## src/rtl/guia07_pkg.sv

```systemverilog
// Shared types and constants for the serial-to-parallel collector.
// Optional out_parity port is enabled by MUX_DESERIALIZER_PARITY_EN.
package guia07_pkg;

  typedef enum logic {
    SHIFT_IDLE = 1'b0,
    SHIFT      = 1'b1
  } state_e;

  localparam int DEFAULT_WIDTH = 8;
  localparam int DEFAULT_MSB_FIRST = 1;

endpackage

```

## src/rtl/shift_reg_n.sv

```systemverilog
// WIDTH-bit serial-in shift register with enable and async clear.
// The next value is exposed so the owner can capture a full word.
module shift_reg_n #(
  parameter int WIDTH     = 8,
  parameter int MSB_FIRST = 1
) (
  input  logic             clk,
  input  logic             rst_n,
  input  logic             en,
  input  logic             din,
  output logic [WIDTH-1:0] word
);

  logic [WIDTH-1:0] sr_q;
  logic [WIDTH-1:0] sr_d;
  logic [WIDTH-1:0] shifted;

  // First bit drifts toward the MSB or the LSB end.
  generate
    if (MSB_FIRST != 0) begin : g_msb
      assign shifted = {sr_q[WIDTH-2:0], din};
    end else begin : g_lsb
      assign shifted = {din, sr_q[WIDTH-1:1]};
    end
  endgenerate

  always_comb begin
    sr_d = sr_q;
    if (en) begin
      sr_d = shifted;
    end
  end

  always_ff @(posedge clk or negedge rst_n) begin
    if (!rst_n) begin
      sr_q <= '0;
    end else begin
      sr_q <= sr_d;
    end
  end

  assign word = shifted;

endmodule

```

## src/rtl/mux_deserializer.sv

```systemverilog
// Collects serial bits into WIDTH-bit words with a one-word output hold.
// Define MUX_DESERIALIZER_PARITY_EN to add the out_parity port.
module mux_deserializer
  import guia07_pkg::*;
#(
  parameter int WIDTH     = DEFAULT_WIDTH,
  parameter int MSB_FIRST = DEFAULT_MSB_FIRST
) (
  input  logic             clk,
  input  logic             rst_n,
  input  logic             in_bit,
  input  logic             in_valid,
  output logic [WIDTH-1:0] out_word,
  output logic             out_valid,
  input  logic             out_ready,
  output logic             busy,
  output logic             overrun
`ifdef MUX_DESERIALIZER_PARITY_EN
  ,
  output logic             out_parity
`endif
);

  localparam int CW = $clog2(WIDTH);
  localparam logic [CW-1:0] LAST = CW'(WIDTH - 1);

  state_e           state_q, state_d;
  logic [CW-1:0]    cnt_q, cnt_d;
  logic [WIDTH-1:0] word_q, word_d;
  logic             valid_q, valid_d;
  logic             busy_q, busy_d;
  logic             ovr_q, ovr_d;
  logic [WIDTH-1:0] sr_word;
  logic             complete;
  logic             accept;

  shift_reg_n #(
    .WIDTH     (WIDTH),
    .MSB_FIRST (MSB_FIRST)
  ) u_sr (
    .clk   (clk),
    .rst_n (rst_n),
    .en    (in_valid),
    .din   (in_bit),
    .word  (sr_word)
  );

  assign complete = in_valid && (cnt_q == LAST);
  assign accept   = valid_q && out_ready;

  always_comb begin
    state_d = state_q;
    cnt_d   = cnt_q;
    if (in_valid) begin
      unique case (state_q)
        SHIFT_IDLE: begin
          state_d = SHIFT;
          cnt_d   = CW'(1);
        end
        SHIFT: begin
          if (complete) begin
            state_d = SHIFT_IDLE;
            cnt_d   = '0;
          end else begin
            cnt_d = cnt_q + CW'(1);
          end
        end
        default: begin
          state_d = SHIFT_IDLE;
          cnt_d   = '0;
        end
      endcase
    end
  end

  // Hold slot: a finished word is dropped only if the slot stays full.
  always_comb begin
    word_d  = word_q;
    valid_d = valid_q;
    ovr_d   = 1'b0;
    if (complete && (!valid_q || out_ready)) begin
      word_d  = sr_word;
      valid_d = 1'b1;
    end else if (complete) begin
      ovr_d = 1'b1;
    end else if (accept) begin
      valid_d = 1'b0;
    end
    busy_d = (state_d == SHIFT);
  end

  always_ff @(posedge clk or negedge rst_n) begin
    if (!rst_n) begin
      state_q <= SHIFT_IDLE;
      cnt_q   <= '0;
      word_q  <= '0;
      valid_q <= 1'b0;
      busy_q  <= 1'b0;
      ovr_q   <= 1'b0;
    end else begin
      state_q <= state_d;
      cnt_q   <= cnt_d;
      word_q  <= word_d;
      valid_q <= valid_d;
      busy_q  <= busy_d;
      ovr_q   <= ovr_d;
    end
  end

  assign out_word  = word_q;
  assign out_valid = valid_q;
  assign busy      = busy_q;
  assign overrun   = ovr_q;

`ifdef MUX_DESERIALIZER_PARITY_EN
  logic par_q, par_d;

  always_comb begin
    par_d = ^word_d;
  end

  always_ff @(posedge clk or negedge rst_n) begin
    if (!rst_n) begin
      par_q <= 1'b0;
    end else begin
      par_q <= par_d;
    end
  end

  assign out_parity = par_q;
`endif

endmodule

```

## config.mk

```make
export PLATFORM = sky130hd
export DESIGN_NAME = mux_deserializer
export DESIGN_NICKNAME = d
export VERILOG_FILES = /design/src/rtl/guia07_pkg.sv /design/src/rtl/shift_reg_n.sv /design/src/rtl/mux_deserializer.sv
export SDC_FILE = /design/constraint.sdc
export NUM_CORES = 1
export LEC_CHECK = 0
export CAP_MARGIN = 10
export CORE_MARGIN = 8
export CORE_UTILIZATION = 49
export CTS_BUF_LIST = sky130_fd_sc_hd__clkbuf_4 sky130_fd_sc_hd__clkbuf_8
export DETAILED_ROUTE_END_ITERATION = 10
export PLACE_DENSITY = 0.75
export SYNTH_ARGS = -nofsm -noshare
export SYNTH_HDL_FRONTEND = slang
export SYNTH_HIERARCHICAL = 1
export SYNTH_SLANG_ARGS = --single-unit
```

## constraint.sdc

```tcl
create_clock -name clk -period 1.85 [get_ports clk]
set_input_delay 0.2775 -clock clk [delete_from_list [all_inputs] [get_ports clk]]
set_output_delay 0.2775 -clock clk [all_outputs]
set_load 0.03 [all_outputs]
```

; ---- Yosys cells after proc, flatten, opt, wreduce, memory -nomap -nowiden
; Index checks and enable logic that the tools add are counted.
[word_totals]
reg_bits = 21
out_inout_bits = 11
[classes]
addsub = 1
n_eq_ne = 2
mux = 9
bitwise = 1
n_reduce_logical = 7
[ops]
columns = cell, count
row1 = $mux 1, 6
row2 = $pmux 3 s2, 1
row3 = $add 3x1->3 const B, 1
row4 = $eq 3x3->1 const B, 1
row5 = $logic_and 1x1->1, 3
row6 = $mux 3, 1
row7 = $ne 2x1->1 const B, 1
row8 = $pmux 1 s2, 1
row9 = $reduce_and 2->1, 1
row10 = $reduce_bool 2->1, 1
row11 = $logic_not 1->1, 1
row12 = $logic_or 1x1->1, 1
row13 = $not 1->1, 1

; ---- Longest topological paths before layout
; Gate-level depths: netlist of the first run.
[logic_depth]
word_depth = 5
ltp_mapped = 6
ltp_nobuf = 5

; ---- Cells and area by module
; The synthesis of the first run kept the hierarchy.
[modules_own_cells]
columns = module, n_inst, cells_per_inst, area_per_inst_um2, seq_area_each_um2
row1 = mux_deserializer, 1, 39, 606.8, 350.3
row2 = shift_reg_n, 1, 16, 299.0, 175.2

; ---- Worst setup path before layout of the first run
; OpenSTA, ideal clock, no wires.
[synth_path]
path_type = register to register
startpoint = register cnt_q[0]
endpoint = register word_q[0], in the netlist out_word[0]
arrival_time_ns = 1.325
t_required_ns = 1.725
path_slack_ns = 0.399
path_stages_with_launch = 7
n_path_buf = 1
synth_period_minus_slack_ns = 1.451
cell_sequence = dfrtp_1 > ha_1 > ha_1 > nand2_2 > nor2b_4 > buf_12 > mux2_4
[synth_between]
elab_chain_len = 3
[synth_lines]
columns = element, line
row1 = from (decl), mux_deserializer.sv:28  ; logic [CW-1:0] cnt_q, cnt_d;
row2 = from (signal assigned), mux_deserializer.sv:102  ; cnt_q <= cnt_d;
row3 = $eq 3x3->1, mux_deserializer.sv:48  ; assign complete = in_valid && (cnt_q == LAST);
row4 = $logic_and 1x1->1, mux_deserializer.sv:48
row5 = $logic_and 1x1->1, mux_deserializer.sv:81  ; if (complete && (!valid_q || out_ready)) begin
row6 = to (signal assigned), mux_deserializer.sv:103  ; word_q <= word_d;
row7 = to (decl), mux_deserializer.sv:29  ; logic [WIDTH-1:0] word_q, word_d;
; Every way passes these cells.
; A chain may end at the register's enable or synchronous reset.

; ---- Final worst setup path of the first run
[layout_path]
startpoint = register busy_q, in the netlist busy
endpoint = output port busy
[layout_rtl]
columns = element, line
row1 = from (decl), mux_deserializer.sv:31  ; logic busy_q, busy_d;
row2 = from (signal assigned), mux_deserializer.sv:105  ; busy_q <= busy_d;
row3 = to (decl), mux_deserializer.sv:16  ; output logic busy,
; No word-level cell between the ends.

==> results of run 1 <==
final timing paths:
| kind | slack (ns) | to | depth (start not counted) | from |
|---|---|---|---|---|
| worst max-delay path | 0.13 | busy | 1 | busy$_DFFE_PN0P_ |
| worst min-delay path | 0.30 | out_valid$_DFFE_PN0P_ | 2 | rst_n |
| worst max register to register | 0.24 | out_word[3]$_DFFE_PN0P_ | 5 | cnt_q[0]$_DFFE_PN0P_ |
| max in group asynchronous | 1.34 | u_sr/sr_q[5]$_DFFE_PN0P_ | 2 | rst_n |
| worst min register to register | 0.52 | out_word[7]$_DFFE_PN0P_ | 1 | u_sr/sr_q[6]$_DFFE_PN0P_ |
| min in group clk | 0.52 | out_word[7]$_DFFE_PN0P_ | 1 | u_sr/sr_q[6]$_DFFE_PN0P_ |
synth_stat cells (all sizes together):
cell	instances
o211ai	1
ha	2
inv	2
nand2	2
o21ai	2
dfrtp	21
o21a	1
nor2	1
nand3	1
nand4b	1
nand2b	1
nor2b	1
buf	3
mux2	16
cells by family (layout without fill, tap and decap cells):
family                     count (synthesis)  after routing  synth area share
DFF                                       21             21             0.580
AOI/OAI and AO/OA                          4              4            0.0276
muxes                                     16             16             0.261
buffers and inverters                      5             23            0.0511
adders and majority gates                  2              2            0.0276
and+or+nand+nor                            7              7            0.0525
metal layers:
metal	share of wire	global-route usage	wire, um	vias up
met5	0	0	0	-
met4	0.0093	0.0614	12	0
met3	0.067	0.0304	86	2
met2	0.40	0.106	511	12
met1	0.53	0.103	675	211
li1	-	-	-	225
state kept, by name (all words and copies together) (netlist names):
register	count
u_sr/sr_q	7
out_valid	1
overrun	1
cnt_q	3
out_word	8
busy	1
per-stage QoR:
stage,util,power [W],setup WS [ns],hold WS [ns]
after floorplan,-,0.00119,0.399,-0.0181
after global placement,0.616,0.00143,0.183,0.492
after detailed placement,0.616,0.00144,0.179,0.498
after CTS,0.632,0.00166,0.118,0.296
after global routing,0.632,0.00172,0.0868,0.315
final,0.632,0.00163,0.132,0.305
area by class of cell:
type                       count  area share
inverter                       2     0.00688
clock inverter                 1     0.00459
multi-input combinational     29       0.306
tap                           25      0.0287
timing repair buffer          17       0.151
clock buffer                   3      0.0206
sequential                    21       0.482
power by group:
part,internal [W],switching [W]
sequential,0.000618,0.0000986
clock,0.0000804,0.000128
combinational,0.000383,0.000326
==> run summary, run 1 <==
die width - 59.0 um
PortBufs - 15
Fill cells - 135
share of the synthesized area in the top cell type - 0.580
# Post-CTS Setup Buffers - 0
clk slew on worst S/H paths - 0.11 ns
Root Driver - clkbuf_4
total track usage - 0.0809
Min Clock Period, post-route - 1.72 ns
layout cells sized above 1 - 0.329
first-pass GRT wire length - 2060 um
sequential cell area - 526 um^2
worst-margin pin slew - 0.322 ns
H-tree level count - 1
Worst Setup Path Type - reg -> out
Die Span Y - 59.0 um
commonest non-fill, non-tap cells in the layout - dfrtp_1, mux2_4, clkdlybuf4s50_1
Synth area leaders - dfrtp_1, mux2_4, ha_1, buf_12, nor2b_4
Pwr per Cell Area - 1500 nW/um^2
hold crit path type - in -> async
vias in the first global route - 453
critical path data arrival time - 1.44 ns
grt ovf - 0
Peak VDD IR - 0.000768 V
Clock Tree Buf Depth - 2
post-cts sizing count - 0
initial antenna violation count - 0
initial core utilization - 0.525
core area - 1730 um^2
CP Launch Type - flip-flop
final wirelength - 1290 um
CTS tree - yes
Syn Area/Cell - 16.5 um^2
DRT iter0 DRCs - 2
Yosys warning count - 6
Fin Clk Skew - 0.00105 ns
Largest stage delay, worst path - 0.70 ns
status - finished clean
fin cells - 98
syn_nets - 62
1st-pass router iterations - 3
fin. max-slew vios - 0
CP max-delay cell - clkdlybuf4s50_1
CP top delay family - buffers and inverters
Crit path required time - 1.57 ns
multi-input logic area - 334 um^2
Final ANT Viol Nets - 0
pin count of the biggest net entering global routing - 22
cells after synthesis - 55
setup violators final - 0
Clk Latency, worst-skew pair - 0.29 ns
Seq/Total Area, Yosys - 0.580
antenna cell count - 0
Leak - 0.509 nW
DRC - 0
RD Place Congestion - 0.718
max-cap viol count - 0
worst path buffer plus inverter count - 1
placed insts - 94
DP Area - 1060 um^2
# clock sinks - 21
CP endpoint kind - output port
leading cell type in the layout, fill and taps excluded - dfrtp_1
setup TNS - 0 ns
number of I/O pins - 16
cell area after synthesis - 906 um^2
Critical Path Fanout Max - 5
# hold bufs at CTS - 0
Max Clk Rate - 582 MHz
area leader, netlist - dfrtp_1
Vias - 450
Slew headroom - 0.785
Synth cell types - 18
crit path cell chain - clkdlybuf4s50_1
RSZ-0062 raised after global routing - false
Die ar. - 3480 um^2
cell area after layout - 1090 um^2
Synth-to-Final Area Change - 20.4%
Hold Vio Cnt, Final - 0
CTS Buf Count - 3
routed vias/inst - 4.59
row count - 15
dpl hpwl - 940 um
fin nets - 81
crit share post-route - 0.929
Routed WL per cell - 13.1 um
synthesis-stage register bit count - 21
Power figures use the tool's default switching activity.
==> run 2: changes to the inputs <==
REMOVE_ABC_BUFFERS = 1   (was default)
==> run 2 against run 1 <==
Design area is the same. Count of clock-buffer cells in the layout did not move. Register-to-register slack is essentially flat. Global-route usage grew 0.68 points. Sequential share of layout area did not move. Core utilization is the same. Die area did not move. Critical path depth unchanged. Largest power group unchanged. Clock power grew 2%. Combinational power fell by 0.6%. Worst hold slack improved by 0.0076 ns. Clock skew is 0.0032 ns higher.
==> run summary, run 2 (synthesis results as in run 1) <==
Hold Vio Cnt, Final - 0
# clock sinks - 21
CTS tree - yes
max FFs per register - 8
Final ANT Viol Nets - 0
Synth-to-Final Area Change - 20.4%
vias in the first global route - 539
crit path cell chain - clkdlybuf4s50_1
die width - 59.0 um
RSZ-0062 raised after global routing - false
status - finished clean
pin count of the biggest net entering global routing - 22
clk slew on worst S/H paths - 0.12 ns
placed insts - 94
Die Span Y - 59.0 um
max-cap viol count - 0
commonest non-fill, non-tap cells in the layout - dfrtp_1, mux2_4, clkdlybuf4s50_1
RD Place Congestion - 0.668
crit share post-route - 0.925
fin cells - 98
antenna cell count - 0
setup violators final - 0
# Post-CTS Setup Buffers - 0
Fin Clk Skew - 0.00427 ns
Worst R2R Start - cnt_q[0]$_DFFE_PN0P_
Clock Tree Buf Depth - 2
Routed WL per cell - 13.8 um
H-tree level count - 1
critical path data arrival time - 1.43 ns
leading cell type in the layout, fill and taps excluded - dfrtp_1
row count - 15
initial antenna violation count - 0
hold crit path type - in -> async
Peak VDD IR - 0.000725 V
grt ovf - 0
setup TNS - 0 ns
CP max-delay cell - clkdlybuf4s50_1
Crit path required time - 1.57 ns
number of I/O pins - 16
Slew headroom - 0.777
1st-pass router iterations - 4
post-cts sizing count - 0
worst path buffer plus inverter count - 1
total track usage - 0.0876
dpl hpwl - 992 um
PortBufs - 15
Clk Latency, worst-skew pair - 0.29 ns
DRT iter0 DRCs - 2
Max Clk Rate - 585 MHz
CP Launch Type - flip-flop
initial core utilization - 0.525
Reg-to-Reg End - out_word[7]$_DFFE_PN0P_
worst-margin pin slew - 0.334 ns
first-pass GRT wire length - 2370 um
Vias - 482
worst reg-to-reg setup slack - 0.24 ns
Crit. path cell count - 1
DRC - 0
Critical Path Fanout Max - 5
Leak - 0.509 nW
CTS Buf Count - 3
# hold bufs at CTS - 0
routed vias/inst - 4.92
CP top delay family - buffers and inverters
Pwr per Cell Area - 1500 nW/um^2
Worst Setup Path Type - reg -> out
CP endpoint kind - output port
final wirelength - 1360 um
fin nets - 81
Die ar. - 3480 um^2
Largest stage delay, worst path - 0.70 ns
layout cells sized above 1 - 0.329
Root Driver - clkbuf_4
hold_ws - 0.312 ns
core area - 1730 um^2
Min Clock Period, post-route - 1.71 ns
Reg2Reg Depth - 5
fin. max-slew vios - 0
==> run 2: power breakdown <==
group / internal (W) / switching [W]
Sequential: 0.000618 / 0.000104
Clock: 0.0000803 / 0.000132
Combinational: 0.000383 / 0.000322
==> run 2: how the worst max path moves through the flow <==
stage / startpoint / endpoint / slack, ns
floorplan: cnt_q[0]$_DFFE_PN0P_ / out_word[0]$_DFFE_PN0P_ / 0.39
global placement: out_ready / out_word[2]$_DFFE_PN0P_ / 0.18
detailed placement: out_ready / out_word[1]$_DFFE_PN0P_ / 0.15
CTS: busy$_DFFE_PN0P_ / busy / 0.13
global route: busy$_DFFE_PN0P_ / busy / 0.08
finish: busy$_DFFE_PN0P_ / busy / 0.14
==> run 2: final cells by class <==
cell class | count | area, um^2
Timing Repair Buffer | 17 | 165
Fill cell | 147 | 636
Inverter | 2 | 7.51
Clock buffer | 3 | 22.5
Clock inverter | 1 | 5.00
Sequential cell | 21 | 526
Tap cell | 25 | 31.3
Multi-Input combinational cell | 29 | 334
==> run 2: per-layer routing <==
metal  routed length (um)  global-route usage  vias up
li1                     -                   -      228
met1                  667               0.113      237
met2                  583               0.128       15
met3                   95              0.0369        2
met4                    9              0.0307        0
met5                    0                   0        -
==> run 2: through the flow <==
step,util,area [um^2],setup slack [ns],total power [W]
after global placement,0.616,1060,0.185,0.00143
final,0.632,1090,0.139,0.00164
after CTS,0.632,1090,0.126,0.00166
after detailed placement,0.616,1060,0.150,0.00145
after global routing,0.632,1090,0.0825,0.00174
after floorplan,-,867,0.388,0.00117
